**src/rtl/cba_pipe_sub.sv**
```systemverilog
// cba_pipe_sub: pipelined carry-bypass subtractor, diff = a - b - bin.
// The subtraction is carried out as a + ~b + ~bin, one carry-bypass block per
// register stage. Each stage carries forward the diff bits already resolved,
// the untouched upper bits of a and ~b, and the borrow out of its block.
// Valid/ready handshakes are provided on both sides, and empty stages (bubbles)
// are filled as soon as upstream data is available.
module cba_pipe_sub #(
  parameter int WIDTH = 16,
  parameter int BLOCK = 4
) (
  input  logic             clk,
  input  logic             rst_n,
  input  logic             in_valid,
  output logic             in_ready,
  input  logic [WIDTH-1:0] a,
  input  logic [WIDTH-1:0] b,
  input  logic             bin,
  output logic             out_valid,
  input  logic             out_ready,
  output logic [WIDTH-1:0] diff,
  output logic             bout,
  output logic             ovf
);

  localparam int STAGES = WIDTH / BLOCK;

  generate
    if (((WIDTH % BLOCK) != 0) || (WIDTH < BLOCK) || (BLOCK < 1)) begin : g_param_err
      $error("cba_pipe_sub: WIDTH must be a non-zero multiple of BLOCK");
    end
  endgenerate

  // Evaluate one carry-bypass block on a and inverted b.
  // Result layout: {ovf term, carry out, sum bits}. The ovf term is
  // (carry into the block MSB) ^ (block carry out). It is only meaningful
  // for the most significant block.
  function automatic logic [BLOCK+1:0] cba_block(
    input logic [BLOCK-1:0] a_blk,
    input logic [BLOCK-1:0] nb_blk,
    input logic             cin
  );
    logic [BLOCK-1:0] p;
    logic [BLOCK-1:0] g;
    logic [BLOCK-1:0] s;
    logic             c;
    logic             c_top;
    logic             all_p;
    logic             cout;
    c     = cin;
    c_top = cin;
    all_p = 1'b1;
    for (int i = 0; i < BLOCK; i++) begin
      p[i]  = a_blk[i] ^ nb_blk[i];
      g[i]  = a_blk[i] & nb_blk[i];
      s[i]  = p[i] ^ c;
      c_top = c;
      c     = g[i] | (p[i] & c);
      all_p = all_p & p[i];
    end
    // When every bit propagates, the block input carry skips straight to the output.
    if (all_p) begin
      cout = cin;
    end else begin
      cout = c;
    end
    return {c_top ^ cout, cout, s};
  endfunction

  // Stage state.
  // x_q[k]: the low (k+1)*BLOCK bits hold resolved diff bits; the bits above hold a.
  // nb_q[k]: ~b, of which only the bits above stage k are still consumed.
  logic [STAGES-1:0] v_q;
  logic [STAGES-1:0] v_d;
  logic [WIDTH-1:0]  x_q  [STAGES];
  logic [WIDTH-1:0]  x_d  [STAGES];
  logic [WIDTH-1:0]  nb_q [STAGES];
  logic [STAGES-1:0] bw_q;
  logic [STAGES-1:0] bw_d;
  logic              ovf_q;
  logic              ovf_d;

  // Per-stage sources, handshake terms and block results.
  logic [WIDTH-1:0]  src_x_s  [STAGES];
  logic [WIDTH-1:0]  src_nb_s [STAGES];
  logic [STAGES-1:0] src_bw_s;
  logic [STAGES-1:0] src_v_s;
  logic [STAGES-1:0] acc_s;
  logic [STAGES-1:0] load_s;
  logic [BLOCK+1:0]  blk_s [STAGES];
  logic              rdy_chain_s;
  logic              unused_s;

  // Select each stage's source: stage 0 takes the input port, later stages take the previous register.
  always_comb begin
    src_x_s[0]  = a;
    src_nb_s[0] = ~b;
    src_bw_s[0] = bin;
    src_v_s[0]  = in_valid;
    for (int k = 1; k < STAGES; k++) begin
      src_x_s[k]  = x_q[k-1];
      src_nb_s[k] = nb_q[k-1];
      src_bw_s[k] = bw_q[k-1];
      src_v_s[k]  = v_q[k-1];
    end
  end

  // Ready chain from out_ready backwards: a stage accepts when it is empty or its content moves on.
  always_comb begin
    rdy_chain_s = out_ready;
    acc_s       = {STAGES{1'b0}};
    for (int k = STAGES - 1; k >= 0; k--) begin
      rdy_chain_s = ~v_q[k] | rdy_chain_s;
      acc_s[k]    = rdy_chain_s;
    end
  end

  // Next valid bits and data-load enables for each stage.
  always_comb begin
    v_d    = v_q;
    load_s = {STAGES{1'b0}};
    for (int k = 0; k < STAGES; k++) begin
      if (acc_s[k]) begin
        v_d[k]    = src_v_s[k];
        load_s[k] = src_v_s[k];
      end else begin
        v_d[k]    = v_q[k];
        load_s[k] = 1'b0;
      end
    end
  end

  // Evaluate block k in stage k; splice its diff bits in and turn the block carry into a borrow.
  always_comb begin
    bw_d = {STAGES{1'b0}};
    for (int k = 0; k < STAGES; k++) begin
      blk_s[k] = cba_block(src_x_s[k][k*BLOCK +: BLOCK],
                           src_nb_s[k][k*BLOCK +: BLOCK],
                           ~src_bw_s[k]);
      x_d[k]                   = src_x_s[k];
      x_d[k][k*BLOCK +: BLOCK] = blk_s[k][BLOCK-1:0];
      bw_d[k]                  = ~blk_s[k][BLOCK];
    end
    ovf_d = blk_s[STAGES-1][BLOCK+1];
  end

  // Gather bits that have no consumer: the last stage's ~b copy and the ovf term of the lower blocks.
  always_comb begin
    unused_s = ^nb_q[STAGES-1];
    for (int k = 0; k < STAGES - 1; k++) begin
      unused_s = unused_s ^ blk_s[k][BLOCK+1];
    end
  end

  // Stage valid bits: cleared on reset, otherwise advanced along the ready chain.
  always_ff @(posedge clk or negedge rst_n) begin
    if (!rst_n) begin
      v_q <= {STAGES{1'b0}};
    end else begin
      v_q <= v_d;
    end
  end

  // Stage data registers: cleared on reset, loaded only when a valid beat moves in.
  always_ff @(posedge clk or negedge rst_n) begin
    if (!rst_n) begin
      for (int k = 0; k < STAGES; k++) begin
        x_q[k]  <= {WIDTH{1'b0}};
        nb_q[k] <= {WIDTH{1'b0}};
      end
      bw_q  <= {STAGES{1'b0}};
      ovf_q <= 1'b0;
    end else begin
      for (int k = 0; k < STAGES; k++) begin
        if (load_s[k]) begin
          x_q[k]  <= x_d[k];
          nb_q[k] <= src_nb_s[k];
          bw_q[k] <= bw_d[k];
        end
      end
      if (load_s[STAGES-1]) begin
        ovf_q <= ovf_d;
      end
    end
  end

  // While reset is held, in_ready stays low so that no beat appears to transfer.
  assign in_ready  = acc_s[0] & rst_n;
  assign out_valid = v_q[STAGES-1];
  assign diff      = x_q[STAGES-1];
  assign bout      = bw_q[STAGES-1];
  assign ovf       = ovf_q;

endmodule

```
**config.mk**
```make
export PLATFORM = sky130hd
export DESIGN_NAME = cba_pipe_sub
export DESIGN_NICKNAME = d
export VERILOG_FILES = /design/src/rtl/cba_pipe_sub.sv
export SDC_FILE = /design/constraint.sdc
export NUM_CORES = 1
export LEC_CHECK = 0
export CAP_MARGIN = 15
export CORE_MARGIN = 1
export CORE_UTILIZATION = 55
export CTS_CLUSTER_DIAMETER = 50
export DETAILED_ROUTE_END_ITERATION = 10
export MAX_ROUTING_LAYER = met4
export PLACE_DENSITY_LB_ADDON = 0.08
export SKIP_CTS_REPAIR_TIMING = 1
export SLEW_MARGIN = 20
export SYNTH_ARGS = -nofsm -noshare
export SYNTH_HDL_FRONTEND = slang
export SYNTH_SLANG_ARGS = --single-unit
```
**constraint.sdc**
```tcl
create_clock -name clk -period 6.9 [get_ports clk]
set_input_delay 1.725 -clock clk [delete_from_list [all_inputs] [get_ports clk]]
set_output_delay 1.725 -clock clk [all_outputs]
set_load 0.02 [all_outputs]
```
==> results_dict.tcl <==
set metrics [dict create \
    finalHoldViolations 0 \
    clockRootBuffer "clkbuf_8" \
    p_switching_w 0.000560 \
    netlist.area_leader.share 0.575 \
    p_leak_nw 2.22 \
    grt.total_usage 0.186 \
    num_io_pins 57 \
    setup_violations 0 \
    vias 2261 \
    grt_pass1_wl_um 10800 \
    netSwitchingFraction 0.306 \
    async_flop_share 1.00 \
    setup_slack_ps 1700 \
    yosysSeqAreaShare 0.575 \
    pwr-share-seq 0.482 \
    syn_inst 286 \
    syn-num-nets 355 \
    rrSetupSlack_ps 4210 \
    wl_um 6380 \
    routed_via_density 5.04 \
    drt_pass1_iterations 4 \
    worstPathRequired_ps 5180 \
    ff2ff_path_depth 7 \
    die_area_um2 8020 \
    peakVddDrop_uv 177 \
    power.internal_w 0.00127 \
    p_per_area_nw_per_um2 363 \
    final_common_cell "dfrtp_1" \
    yosysTopAreaCell "dfrtp_1" \
    tightest_slew_ps 969 \
    ant_nets 0 \
    die_x_um 89.6 \
    syn_area_per_cell_um2 14.7 \
    nets 414 \
    finalCoreUtilization 0.688 \
    syn2layout_area_growth_pct 19.6 \
    setup-tns-final_ps 0 \
    cts_sinks 97 \
    die_h_um 89.6 \
    drc 0 \
    crit_type "input pin to output pin" \
    ys_ff_latch 97 \
    h-tree-depth 3 \
    combPwrFrac 0.325 \
    cts_tree "done" \
    clkPwrFrac 0.194 \
    diodes 0 \
    final_cell_mix "dfrtp_1 (97), mux2_2 (69), clkdlybuf4s50_1 (55)" \
    drv_slew 0 \
    grt_pass1_vias 2338 \
    yosysWarnings 0 \
    gp_congestion 0.725 \
    dp_hpwl_um 4430 \
    synth_area_um2 4220 \
    skew_ps 13.9 \
    fmax_mhz 192 \
    cp-end-kind "output pin" \
    period_share 0.753 \
    grt_max_degree 57 \
    fin_crit_ps 5200 \
    crit_fanout 4 \
    cts_max_path_buffers 2 \
    initial_utilization 0.575 \
    final_layout_size_suffix_gt1_frac 0.257 \
    rsz0062_at_grt "no" \
    hold_path_class "flop to flop" \
    cts_buffers 9 \
    drv_cap 0 \
    antenna_found_initial 0 \
    drtIter0Drc 57 \
    pre_cts_slack_ps 1730 \
    slew_headroom 0.354 \
    grt_remaining_overflow 0 \
    yosysUniqueCellTypes 22 \
    wire_per_inst_um 14.2 \
    clk_pin_slew_ps 90 \
    cp-start-kind "input pin" \
    io_buffers 56 \
    synth_ff_type "dfrtp_1" \
    synth.area.top_cells "dfrtp_1 (58%), mux2_2 (18%), fa_1 (7.6%)" \
    cp.arrival_ps 3470 \
    status "completed" \
    whs_path_depth 2 \
    synth_edf_count 0 \
    clock_latency_ps 350 \
    rows 31 \
    core_area_um2 7330 \
]
## cells by family (layout without fill, tap and decap cells)
kind of cell,Yosys count,in the layout,share of synthesized area
flip-flops,97,97,0.575
multiplexers,77,77,0.205
AND/OR/NAND/NOR,36,36,0.0412
adder cells (fa/ha/maj),32,32,0.123
buffers and inverters,22,86,0.0252
AO/OA/AOI/OAI,21,21,0.0276
XOR/XNOR,1,1,0.00208
## synth_stat cells, types with 2 or more instances
library cell and count:
buf_4 5, nand2_1 22, nor2_1 2, or2_2 2, buf_2 4, nand4_1 4, mux2_1 6, a21oi_1 2
nand2b_1 3, inv_1 12, fa_1 16, o21ai_0 18, mux2_2 69, mux2i_1 2, dfrtp_1 97, ha_1 16
## worst max-delay path: stages
cell and delay [ps]:
clkdlybuf4s50_1 440, nand4b_2 290, or2_2 330, and2_1 160
clkdlybuf4s50_1 530
## final cells by class
| type | count | area [um^2] |
|---|---|---|
| Sequential cell | 97 | 2430 |
| Multi-Input combinational cell | 167 | 1690 |
| Inverter | 12 | 45.0 |
| Clock inverter | 4 | 53.8 |
| Fill cell | 507 | 2290 |
| Tap cell | 99 | 124 |
| Clock buffer | 12 | 135 |
| Timing Repair Buffer | 58 | 573 |
## registers in the layout, indices dropped and copies added, names as in the netlist
name     flops
src_x_s     48
nb_q        24
diff        16
bw_q         4
v_q          4
ovf          1
## final timing paths
path,from,endpoint
max,out_ready,in_ready
min,nb_q[56],nb_q[56]
max reg2reg,nb_q[28],ovf
min reg2reg,nb_q[56],nb_q[56]
max in group asynchronous,rst_n,nb_q[53]
min in group asynchronous,rst_n,v_q[3]
## power by group through the flow
stage / Clock (W) / Combinational, W / Sequential (W)
finish: 0.000355 / 0.000595 / 0.000882
global route: 0.000391 / 0.000668 / 0.000913
CTS: 0.000364 / 0.000609 / 0.000886
detailed placement: 0 / 0.000605 / 0.000898
global placement: 0 / 0.000586 / 0.000888
floorplan: 0 / 0.000332 / 0.000931
## layer usage
metal	wire, um	GRT usage	vias up	share of wire
met5	0	-	-	0
li1	-	-	1081	-
met1	2970	0.240	1134	0.47
met2	3150	0.302	40	0.49
met4	63	0.0476	0	0.0099
met3	197	0.0411	6	0.031
## stage by stage
stage	cell area, um^2	cells	power, W	hold WS, ps
floorplan	4220	286	0.00126	446
global placement	4850	433	0.00147	457
detailed placement	4850	433	0.00150	466
CTS	5040	449	0.00186	486
global route	5040	449	0.00197	508
finish	5040	449	0.00183	480
Power figures use the tool's default switching activity.
